--- config.mk ---
export PLATFORM = sky130hd
export DESIGN_NAME = spi_burst_ctrl_flat
export DESIGN_NICKNAME = d
export VERILOG_FILES = /design/src/rtl/spi_burst_ctrl_if.sv /design/src/rtl/spi_burst_ctrl.sv /design/src/flat_wrapper.sv
export SDC_FILE = /design/constraint.sdc
export NUM_CORES = 1
export LEC_CHECK = 0
export CAP_MARGIN = 10
export CORE_MARGIN = 3
export CORE_UTILIZATION = 57
export DETAILED_ROUTE_END_ITERATION = 10
export DONT_BUFFER_PORTS = 1
export HOLD_SLACK_MARGIN = 0.15
export PLACE_DENSITY = 0.8
export SYNTH_ARGS = -nofsm -noshare
export SYNTH_HDL_FRONTEND = slang
export SYNTH_SLANG_ARGS = --single-unit
--- constraint.sdc ---
create_clock -name clk -period 5.1 [get_ports clk]
set_input_delay 0.765 -clock clk [delete_from_list [all_inputs] [get_ports clk]]
set_output_delay 0.765 -clock clk [all_outputs]
set_load 0.01 [all_outputs]
--- src/rtl/spi_burst_ctrl_if.sv ---
// Signal bundle between spi_burst_ctrl, its host and the byte-level SPI master.
// The controller connects through the slave modport; the host/SPI side uses the master modport.
interface spi_burst_ctrl_if #(
   parameter int ADDR_W = 3
);
   logic              tx_wr_en;
   logic [7:0]        tx_wr_data;
   logic              tx_full;
   logic [ADDR_W:0]   tx_count;
   logic              rx_rd_en;
   logic [7:0]        rx_rd_data;
   logic              rx_empty;
   logic [ADDR_W:0]   rx_count;
   logic              go;
   logic [7:0]        burst_len;
   logic              active;
   logic              done;
   logic              rx_overflow;
   logic              spi_start;
   logic [7:0]        spi_tx_data;
   logic              spi_busy;
   logic [7:0]        spi_rx_data;
   logic              spi_rx_valid;

   modport slave (
      input  tx_wr_en, tx_wr_data, rx_rd_en, go, burst_len,
             spi_busy, spi_rx_data, spi_rx_valid,
      output tx_full, tx_count, rx_rd_data, rx_empty, rx_count,
             active, done, rx_overflow, spi_start, spi_tx_data
   );

   modport master (
      output tx_wr_en, tx_wr_data, rx_rd_en, go, burst_len,
             spi_busy, spi_rx_data, spi_rx_valid,
      input  tx_full, tx_count, rx_rd_data, rx_empty, rx_count,
             active, done, rx_overflow, spi_start, spi_tx_data
   );
endinterface

--- src/rtl/spi_burst_ctrl.sv ---
// Burst sequencer in front of a byte SPI master: TX FIFO feeds one start pulse per byte,
// each received byte lands in an RX FIFO, and done pulses after burst_len bytes (0 = 256).
module spi_burst_ctrl #(
   parameter int FIFO_DEPTH = 8,
   parameter int ADDR_W     = 3
) (
   input  logic            clk,
   input  logic            reset,
   spi_burst_ctrl_if.slave bus
);
   typedef enum logic [2:0] {IDLE, ISSUE, WAIT_RX, WAIT_IDLE, FINISH} state_t;

   localparam logic [ADDR_W:0] FULL_CNT = (ADDR_W+1)'(FIFO_DEPTH);

   state_t            state_q, state_d;
   logic [8:0]        remaining_q, remaining_d;
   logic              rx_ovf_q, rx_ovf_d;
   logic [7:0]        tx_last_q;

   logic [7:0]        tx_mem_q [FIFO_DEPTH];
   logic [7:0]        rx_mem_q [FIFO_DEPTH];
   logic [ADDR_W-1:0] tx_wptr_q, tx_rptr_q, rx_wptr_q, rx_rptr_q;
   logic [ADDR_W:0]   tx_cnt_q, rx_cnt_q;

   logic tx_empty, tx_full, rx_empty, rx_full;
   logic tx_push, tx_pop, rx_push, rx_pop, rx_req;

   assign tx_empty = (tx_cnt_q == '0);
   assign tx_full  = (tx_cnt_q == FULL_CNT);
   assign rx_empty = (rx_cnt_q == '0);
   assign rx_full  = (rx_cnt_q == FULL_CNT);

   // A pop in the same cycle frees the slot, so a full FIFO still accepts the push.
   assign tx_push = bus.tx_wr_en && (!tx_full || tx_pop);
   assign rx_pop  = bus.rx_rd_en && !rx_empty;
   assign rx_push = rx_req && (!rx_full || rx_pop);

   always_comb begin
      state_d     = state_q;
      remaining_d = remaining_q;
      rx_ovf_d    = rx_ovf_q;
      tx_pop      = 1'b0;
      rx_req      = 1'b0;
      case (state_q)
         IDLE: begin
            if (bus.go) begin
               remaining_d = (bus.burst_len == 8'd0) ? 9'd256 : {1'b0, bus.burst_len};
               rx_ovf_d    = 1'b0;
               state_d     = ISSUE;
            end
         end
         ISSUE: begin
            if (!tx_empty && !bus.spi_busy) begin
               tx_pop      = 1'b1;
               remaining_d = remaining_q - 9'd1;
               state_d     = WAIT_RX;
            end
         end
         WAIT_RX: begin
            if (bus.spi_rx_valid) begin
               rx_req = 1'b1;
               if (rx_full && !bus.rx_rd_en) begin
                  rx_ovf_d = 1'b1;
               end
               state_d = WAIT_IDLE;
            end
         end
         WAIT_IDLE: begin
            if (!bus.spi_busy) begin
               state_d = (remaining_q != 9'd0) ? ISSUE : FINISH;
            end
         end
         FINISH:  state_d = IDLE;
         default: state_d = IDLE;
      endcase
   end

   always_ff @(posedge clk or posedge reset) begin
      if (reset) begin
         state_q     <= IDLE;
         remaining_q <= '0;
         rx_ovf_q    <= 1'b0;
         tx_last_q   <= '0;
      end else begin
         state_q     <= state_d;
         remaining_q <= remaining_d;
         rx_ovf_q    <= rx_ovf_d;
         if (tx_pop) begin
            tx_last_q <= tx_mem_q[tx_rptr_q];
         end
      end
   end

   always_ff @(posedge clk or posedge reset) begin
      if (reset) begin
         for (int i = 0; i < FIFO_DEPTH; i++) begin
            tx_mem_q[i] <= '0;
            rx_mem_q[i] <= '0;
         end
      end else begin
         if (tx_push) begin
            tx_mem_q[tx_wptr_q] <= bus.tx_wr_data;
         end
         if (rx_push) begin
            rx_mem_q[rx_wptr_q] <= bus.spi_rx_data;
         end
      end
   end

   // Pointers are ADDR_W bits wide, so they wrap modulo FIFO_DEPTH on their own.
   always_ff @(posedge clk or posedge reset) begin
      if (reset) begin
         tx_wptr_q <= '0;
         tx_rptr_q <= '0;
         tx_cnt_q  <= '0;
         rx_wptr_q <= '0;
         rx_rptr_q <= '0;
         rx_cnt_q  <= '0;
      end else begin
         tx_wptr_q <= tx_wptr_q + ADDR_W'(tx_push);
         tx_rptr_q <= tx_rptr_q + ADDR_W'(tx_pop);
         tx_cnt_q  <= tx_cnt_q + (ADDR_W+1)'(tx_push) - (ADDR_W+1)'(tx_pop);
         rx_wptr_q <= rx_wptr_q + ADDR_W'(rx_push);
         rx_rptr_q <= rx_rptr_q + ADDR_W'(rx_pop);
         rx_cnt_q  <= rx_cnt_q + (ADDR_W+1)'(rx_push) - (ADDR_W+1)'(rx_pop);
      end
   end

   assign bus.tx_full     = tx_full;
   assign bus.tx_count    = tx_cnt_q;
   assign bus.rx_empty    = rx_empty;
   assign bus.rx_count    = rx_cnt_q;
   assign bus.rx_rd_data  = rx_mem_q[rx_rptr_q];
   assign bus.active      = (state_q != IDLE);
   assign bus.done        = (state_q == FINISH);
   assign bus.rx_overflow = rx_ovf_q;
   assign bus.spi_start   = tx_pop;
   assign bus.spi_tx_data = tx_pop ? tx_mem_q[tx_rptr_q] : tx_last_q;
endmodule

--- src/flat_wrapper.sv ---
// flat-port wrapper written by rule: the top's interface ports become plain ports
module spi_burst_ctrl_flat 
#(
   parameter int FIFO_DEPTH = 8,
   parameter int ADDR_W     = 3
)
  (clk, reset, bus_tx_wr_en, bus_tx_wr_data, bus_rx_rd_en, bus_go, bus_burst_len, bus_spi_busy, bus_spi_rx_data, bus_spi_rx_valid, bus_tx_full, bus_tx_count, bus_rx_rd_data, bus_rx_empty, bus_rx_count, bus_active, bus_done, bus_rx_overflow, bus_spi_start, bus_spi_tx_data);
  spi_burst_ctrl_if #(.ADDR_W(ADDR_W)) bus_i ();
  input  logic clk;
  input  logic reset;
  input wire logic [$bits(bus_i.tx_wr_en)-1:0] bus_tx_wr_en;
  input wire logic [$bits(bus_i.tx_wr_data)-1:0] bus_tx_wr_data;
  input wire logic [$bits(bus_i.rx_rd_en)-1:0] bus_rx_rd_en;
  input wire logic [$bits(bus_i.go)-1:0] bus_go;
  input wire logic [$bits(bus_i.burst_len)-1:0] bus_burst_len;
  input wire logic [$bits(bus_i.spi_busy)-1:0] bus_spi_busy;
  input wire logic [$bits(bus_i.spi_rx_data)-1:0] bus_spi_rx_data;
  input wire logic [$bits(bus_i.spi_rx_valid)-1:0] bus_spi_rx_valid;
  output wire logic [$bits(bus_i.tx_full)-1:0] bus_tx_full;
  output wire logic [$bits(bus_i.tx_count)-1:0] bus_tx_count;
  output wire logic [$bits(bus_i.rx_rd_data)-1:0] bus_rx_rd_data;
  output wire logic [$bits(bus_i.rx_empty)-1:0] bus_rx_empty;
  output wire logic [$bits(bus_i.rx_count)-1:0] bus_rx_count;
  output wire logic [$bits(bus_i.active)-1:0] bus_active;
  output wire logic [$bits(bus_i.done)-1:0] bus_done;
  output wire logic [$bits(bus_i.rx_overflow)-1:0] bus_rx_overflow;
  output wire logic [$bits(bus_i.spi_start)-1:0] bus_spi_start;
  output wire logic [$bits(bus_i.spi_tx_data)-1:0] bus_spi_tx_data;
  assign bus_i.tx_wr_en = bus_tx_wr_en;
  assign bus_i.tx_wr_data = bus_tx_wr_data;
  assign bus_i.rx_rd_en = bus_rx_rd_en;
  assign bus_i.go = bus_go;
  assign bus_i.burst_len = bus_burst_len;
  assign bus_i.spi_busy = bus_spi_busy;
  assign bus_i.spi_rx_data = bus_spi_rx_data;
  assign bus_i.spi_rx_valid = bus_spi_rx_valid;
  assign bus_tx_full = bus_i.tx_full;
  assign bus_tx_count = bus_i.tx_count;
  assign bus_rx_rd_data = bus_i.rx_rd_data;
  assign bus_rx_empty = bus_i.rx_empty;
  assign bus_rx_count = bus_i.rx_count;
  assign bus_active = bus_i.active;
  assign bus_done = bus_i.done;
  assign bus_rx_overflow = bus_i.rx_overflow;
  assign bus_spi_start = bus_i.spi_start;
  assign bus_spi_tx_data = bus_i.spi_tx_data;
  spi_burst_ctrl #(.FIFO_DEPTH(FIFO_DEPTH), .ADDR_W(ADDR_W)) u_core (.clk(clk), .reset(reset), .bus(bus_i));
endmodule
==> results.sh, run 1 <==
export IMPL_final_setup_viol_count=0
export IMPL_cts_sinks=169
export IMPL_timing_rr_end="u_core.bus.tx_count[2]"
export IMPL_grt_pass1_wl_mm=27.03
export IMPL_cts_resized=0
export IMPL_syn_inst=551
export IMPL_io_pins=61
export IMPL_initial_core_util=0.5951
export IMPL_worstPathArrival_ps=2640
export IMPL_period_share=0.6672
export IMPL_synthArstFlopShare=1.000
export IMPL_worst_r2r_startpoint="u_core.bus.tx_count[2]"
export IMPL_antenna_found_initial=0
export IMPL_ys_seq_elements=169
export IMPL_worstMarginPinSlew_ps=1115
export IMPL_hpwl_mm=10.34
export IMPL_clock_root_buffer="clkbuf_16"
export IMPL_core_mm2=0.01351
export IMPL_totalWireLength_mm=15.97
export IMPL_syn_area_mm2=0.008038
export IMPL_finalHoldViolCount=0
export IMPL_drive_gt1_frac=0.3835
export IMPL_rrSetupSlack_ps=1890
export IMPL_final_cell_mix="169 x dfrtp_1, 121 x mux2_2, 32 x mux4_2"
export IMPL_synth_seq_area_share=0.5262
export IMPL_synth_edf_count=0
export IMPL_synth_top_area_frac=0.5262
export IMPL_leakage_nw=3.988
export IMPL_postLayoutCoreUtil=0.6502
export IMPL_portBuffers=0
export IMPL_vias=4547
export IMPL_diodes=0
export IMPL_rsz0062_at_grt="no"
export IMPL_hold_path_class="in -> async"
export IMPL_yosysWarnings=0
export IMPL_grt_max_degree=132
export IMPL_finClkSkew_ps=5.226
export IMPL_die_width_um=124.8
export IMPL_drt_iter0_drc=262
export IMPL_clk_latency_ps=430
export IMPL_cts_buffers=17
export IMPL_cts_setup_buffers=0
export IMPL_cp_required_ps=4340
export IMPL_cts_hold_buf=0
export IMPL_powerDensity_mw_per_mm2=635.4
export IMPL_die_area_mm2=0.01556
export IMPL_synthTopCellsByArea="dfrtp_1 53%, mux2_2 17%, mux4_2 9.0%"
export IMPL_area_delta_synth_final_pct=9.247
export IMPL_fmax_mhz=293.9
export IMPL_final_common_cell="dfrtp_1"
export IMPL_die_h_um=124.8
export IMPL_grt_pass1_vias=4887
export IMPL_overflow=0
export IMPL_worst_setup_path_type="reg -> out"
export IMPL_fin_nets=600
export IMPL_cts_htree_levels=4
export IMPL_end_kind="output pin"
export IMPL_start_kind="flop"
export IMPL_cts_max_path_buffers=2
export IMPL_finalCriticalPeriod_ps=3403
export IMPL_ir_drop_v=0.0003660
export IMPL_yosysTopAreaCell="dfrtp_1"
export IMPL_synthesis_nets=605
export IMPL_syn_avg_cell_area_um2=14.59
export IMPL_avgViaCountPerCell=6.195
export IMPL_synth_ff_type="dfrtp_1"
export IMPL_status="complete, no violations"
export IMPL_grt_usage=0.2217
export IMPL_drc=0
export IMPL_crit_fanout=18
export IMPL_synth_cell_type_count=54
export IMPL_rr_worst_depth=11
export IMPL_first_pass_iters=6
export IMPL_finalSetupTns_ps=0
export IMPL_ant_nets=0
export IMPL_maxSlewHeadroom=0.2568
export IMPL_routedWlPerCell_um=21.76
export IMPL_cts_tree="built"
export IMPL_row_count=42
export IMPL_place_congestion=0.8888
export IMPL_cts_reportedPaths_clkPinSlew_ps=60
export IMPL_cap_viol_max_count=0
export IMPL_maxSlewViolCount=0
synthesized netlist by cell type, types with 5 or more instances:
cell	n
nand2_1	16
o21ai_0	15
mux2i_1	8
inv_1	21
mux2_2	121
nor2_1	16
buf_2	7
a21oi_1	10
mux2_4	16
nand3_1	5
clkbuf_1	14
mux4_2	32
ha_1	21
nor3b_1	9
dfrtp_1	169
xor2_1	6
power by group:
part	switching, mW	internal, mW	total (mW)
Combinational	0.708	1.08	1.79
Clock	0.503	0.806	1.31
Sequential	0.579	1.91	2.48
state kept, by name, indices dropped and copies added, names as in the netlist:
register                cells
u_core.tx_wptr_q            3
u_core.state_q              3
u_core.rx_rptr_q            3
u_core.tx_last_q            8
u_core.tx_mem_q            64
u_core.bus.tx_count         4
u_core.bus.rx_overflow      1
u_core.tx_rptr_q            3
u_core.rx_wptr_q            3
u_core.remaining_q          9
u_core.rx_mem_q            64
u_core.bus.rx_count         4
through the flow:
| stage | setup WS, ps | cell area, um2 | hold slack (ps) | instances | total power, mW |
|---|---|---|---|---|---|
| after floorplan | 2141 | 8041 | 469.0 | 551 | 3.867 |
| after detailed placement | 1862 | 8172 | 489.1 | 703 | 4.298 |
| after CTS | 1622 | 8781 | 366.6 | 734 | 5.632 |
| after global routing | 1549 | 8781 | 404.9 | 734 | 5.950 |
| final | 1697 | 8781 | 364.8 | 734 | 5.580 |
| after global placement | 1941 | 8172 | 481.3 | 703 | 4.147 |
how the worst max path moves through the flow:
stage	from	to	slack, ps	cells past startpoint
global placement	u_core.bus.tx_count[2]	u_core.bus.tx_count[2]	1940	11
CTS	u_core.state_q[1]	bus_spi_tx_data[0]	1620	3
global route	u_core.state_q[1]	bus_spi_tx_data[0]	1550	3
floorplan	u_core.bus.tx_count[2]	u_core.bus.tx_count[2]	2140	13
finish	u_core.state_q[1]	bus_spi_tx_data[0]	1700	3
detailed placement	u_core.bus.tx_count[2]	u_core.bus.tx_count[2]	1860	11
cells by family after synthesis:
| kind of cell | count (synthesis) | share of synthesized area |
|---|---|---|
| multiplexers | 177 | 0.2990 |
| AO/OA/AOI/OAI | 47 | 0.03876 |
| adder cells (fa/ha/maj) | 23 | 0.03767 |
| flip-flops | 169 | 0.5262 |
| AND/OR/NAND/NOR | 81 | 0.06616 |
| buffers and inverters | 46 | 0.02351 |
| XOR/XNOR | 8 | 0.008718 |
worst max-delay path, stage by stage (launching register included):
cell,delay [ps]
dfrtp_1,550
nor4b_4,510
nand2_1,500
o21ai_0,640
metal layers:
layer / wire (um) / track usage / vias to the layer above
met2: 8407 / 0.3744 / 101
met5: 0 / 0 / -
met1: 6488 / 0.2708 / 2387
met4: 268 / 0.08253 / 0
met3: 807 / 0.06475 / 27
li1: - / - / 2032
final cells by class:
class	count	area, um2
well taps	176	220.2
flip-flops and latches	169	4229
multi-input cells	336	3620
repair buffers	1	20.02
fillers	937	4725
inverters	21	82.58
clock buffers	24	521.8
clock inverters	7	87.58
Power figures use the tool's default switching activity.
==> run 2: changes to the inputs <==
--- a/config.mk
+++ b/config.mk
@@ -7,11 +7,11 @@
 export LEC_CHECK = 0
 export CAP_MARGIN = 10
 export CORE_MARGIN = 3
-export CORE_UTILIZATION = 57
+export CORE_UTILIZATION = 64
 export DETAILED_ROUTE_END_ITERATION = 10
 export DONT_BUFFER_PORTS = 1
 export HOLD_SLACK_MARGIN = 0.15
-export PLACE_DENSITY = 0.8
+export PLACE_DENSITY = 0.85
 export SYNTH_ARGS = -nofsm -noshare
 export SYNTH_HDL_FRONTEND = slang
 export SYNTH_SLANG_ARGS = --single-unit
==> constraint.sdc (replaced) <==
create_clock -name clk -period 3.45 [get_ports clk]
set_input_delay 0.5175 -clock clk [delete_from_list [all_inputs] [get_ports clk]]
set_output_delay 0.5175 -clock clk [all_outputs]
set_load 0.01 [all_outputs]
==> results.sh, run 2 (synthesized netlist as in run 1, its figures left out) <==
export IMPL_cts_tree="built"
export IMPL_die_area_mm2=0.01394
export IMPL_hpwl_mm=10.35
export IMPL_rsz0062_at_grt="no"
export IMPL_core_mm2=0.01216
export IMPL_cts_reportedPaths_clkPinSlew_ps=60
export IMPL_cts_buffers=17
export IMPL_cts_htree_levels=4
export IMPL_fmax_mhz=349.5
export IMPL_final_cell_mix="169 x dfrtp_1, 121 x mux2_2, 32 x mux4_2"
export IMPL_maxSlewViolCount=0
export IMPL_leakage_nw=3.993
export IMPL_grt_usage=0.2404
export IMPL_start_kind="flop"
export IMPL_totalWireLength_mm=15.53
export IMPL_io_pins=61
export IMPL_n_fill_cell=772
export IMPL_antenna_found_initial=0
export IMPL_row_count=40
export IMPL_drc=0
export IMPL_cp_required_ps=2930
export IMPL_grt_pass1_wl_mm=26.06
export IMPL_cts_resized=0
export IMPL_final_setup_viol_count=0
export IMPL_die_h_um=118.1
export IMPL_vias=4577
export IMPL_first_pass_iters=4
export IMPL_cap_viol_max_count=0
export IMPL_portBuffers=0
export IMPL_cts_setup_buffers=0
export IMPL_drive_gt1_frac=0.3894
export IMPL_ant_nets=0
export IMPL_place_congestion=0.8358
export IMPL_routedWlPerCell_um=21.18
export IMPL_finClkSkew_ps=11.52
export IMPL_finalSetupTns_ps=0
export IMPL_hold_path_class="in -> reg"
export IMPL_reg_top3="u_core.rx_mem_q x64, u_core.tx_mem_q x64, u_core.remaining_q x9"
export IMPL_area_delta_synth_final_pct=9.636
export IMPL_worstMarginPinSlew_ps=975.9
export IMPL_crit_fanout=17
export IMPL_cts_sinks=169
export IMPL_final_common_cell="dfrtp_1"
export IMPL_drt_iter0_drc=281
export IMPL_end_kind="output pin"
export IMPL_initial_core_util=0.6609
export IMPL_overflow=0
export IMPL_rrSetupSlack_ps=800
export IMPL_die_width_um=118.1
export IMPL_finalCriticalPeriod_ps=2861
export IMPL_avgViaCountPerCell=6.244
export IMPL_powerDensity_mw_per_mm2=939.3
export IMPL_grt_max_degree=96
export IMPL_fin_nets=606
export IMPL_cts_max_path_buffers=2
export IMPL_maxSlewHeadroom=0.3480
export IMPL_finalHoldViolCount=0
export IMPL_grt_pass1_vias=4952
export IMPL_p_total_mw=8.277
export IMPL_cts_hold_buf=1
export IMPL_clock_root_buffer="clkbuf_16"
export IMPL_diodes=0
export IMPL_clk_latency_ps=430
export IMPL_period_share=0.8293
export IMPL_ir_drop_v=0.0005560
export IMPL_status="complete, no violations"
export IMPL_worstPathArrival_ps=2340
export IMPL_worst_setup_path_type="reg -> out"
[run 2: critical path, cell delays in order, from the launching register on]
cell and delay [ps]:
dfrtp_1 550, nor4b_4 490, nand2_1 130, buf_4 220
o21ai_0 510
[run 2: power breakdown]
part	internal, mW	switching, mW	total [mW]	leakage (nW)
clock network	1.14	0.797	1.93	0.281
registers	2.82	0.732	3.55	2.12
logic	1.61	1.18	2.79	1.59
[run 2: path summary, 6_finish.rpt]
| check | from | to | cells after the start |
|---|---|---|---|
| worst max-delay path | u_core.state_q[1] | bus_spi_tx_data[1] | 4 |
| worst min-delay path | bus_rx_rd_en | u_core.bus.rx_overflow | 1 |
| worst max register to register | u_core.bus.tx_count[2] | u_core.bus.tx_count[1] | 11 |
| worst min register to register | u_core.tx_mem_q[25] | u_core.tx_mem_q[25] | 1 |
| max in group asynchronous | reset | u_core.rx_mem_q[31] | 3 |
| min in group asynchronous | reset | u_core.bus.tx_count[2] | 2 |
[run 2: per-stage QoR]
| step | std cells | hold slack [ps] | cell area [um2] | utilization | setup slack [ps] |
|---|---|---|---|---|---|
| 3_3_place_gp | 700 | 460.3 | 8199 | 0.6742 | 895.5 |
| 6_report | 733 | 188.9 | 8812 | 0.7246 | 588.9 |
| 4_1_cts | 733 | 170.1 | 8812 | 0.7246 | 551.7 |
| 2_1_floorplan | 551 | 469.0 | 8041 | - | 490.7 |
| 3_5_place_dp | 700 | 466.8 | 8199 | 0.6742 | 799.5 |
| 5_1_grt | 733 | 166.8 | 8812 | 0.7246 | 443.1 |
[run 2: layer usage]
metal,GRT usage,part of all wire,wire (um),vias up
met5,0,0,0,-
met4,0.08498,0.0059,91,0
met3,0.05766,0.045,698,8
met2,0.4055,0.53,8298,109
met1,0.3056,0.41,6438,2416
li1,-,-,-,2044
[run 2: final cells by class]
type	instances	area, um2	share of cell area
clock buffer	17	425.4	0.04827
clock inverter	15	177.7	0.02016
inverter	21	82.58	0.009371
multi-input combinational	336	3620	0.4108
sequential	169	4229	0.4799
tap	168	210.2	0.02385
timing repair buffer	7	67.56	0.007667
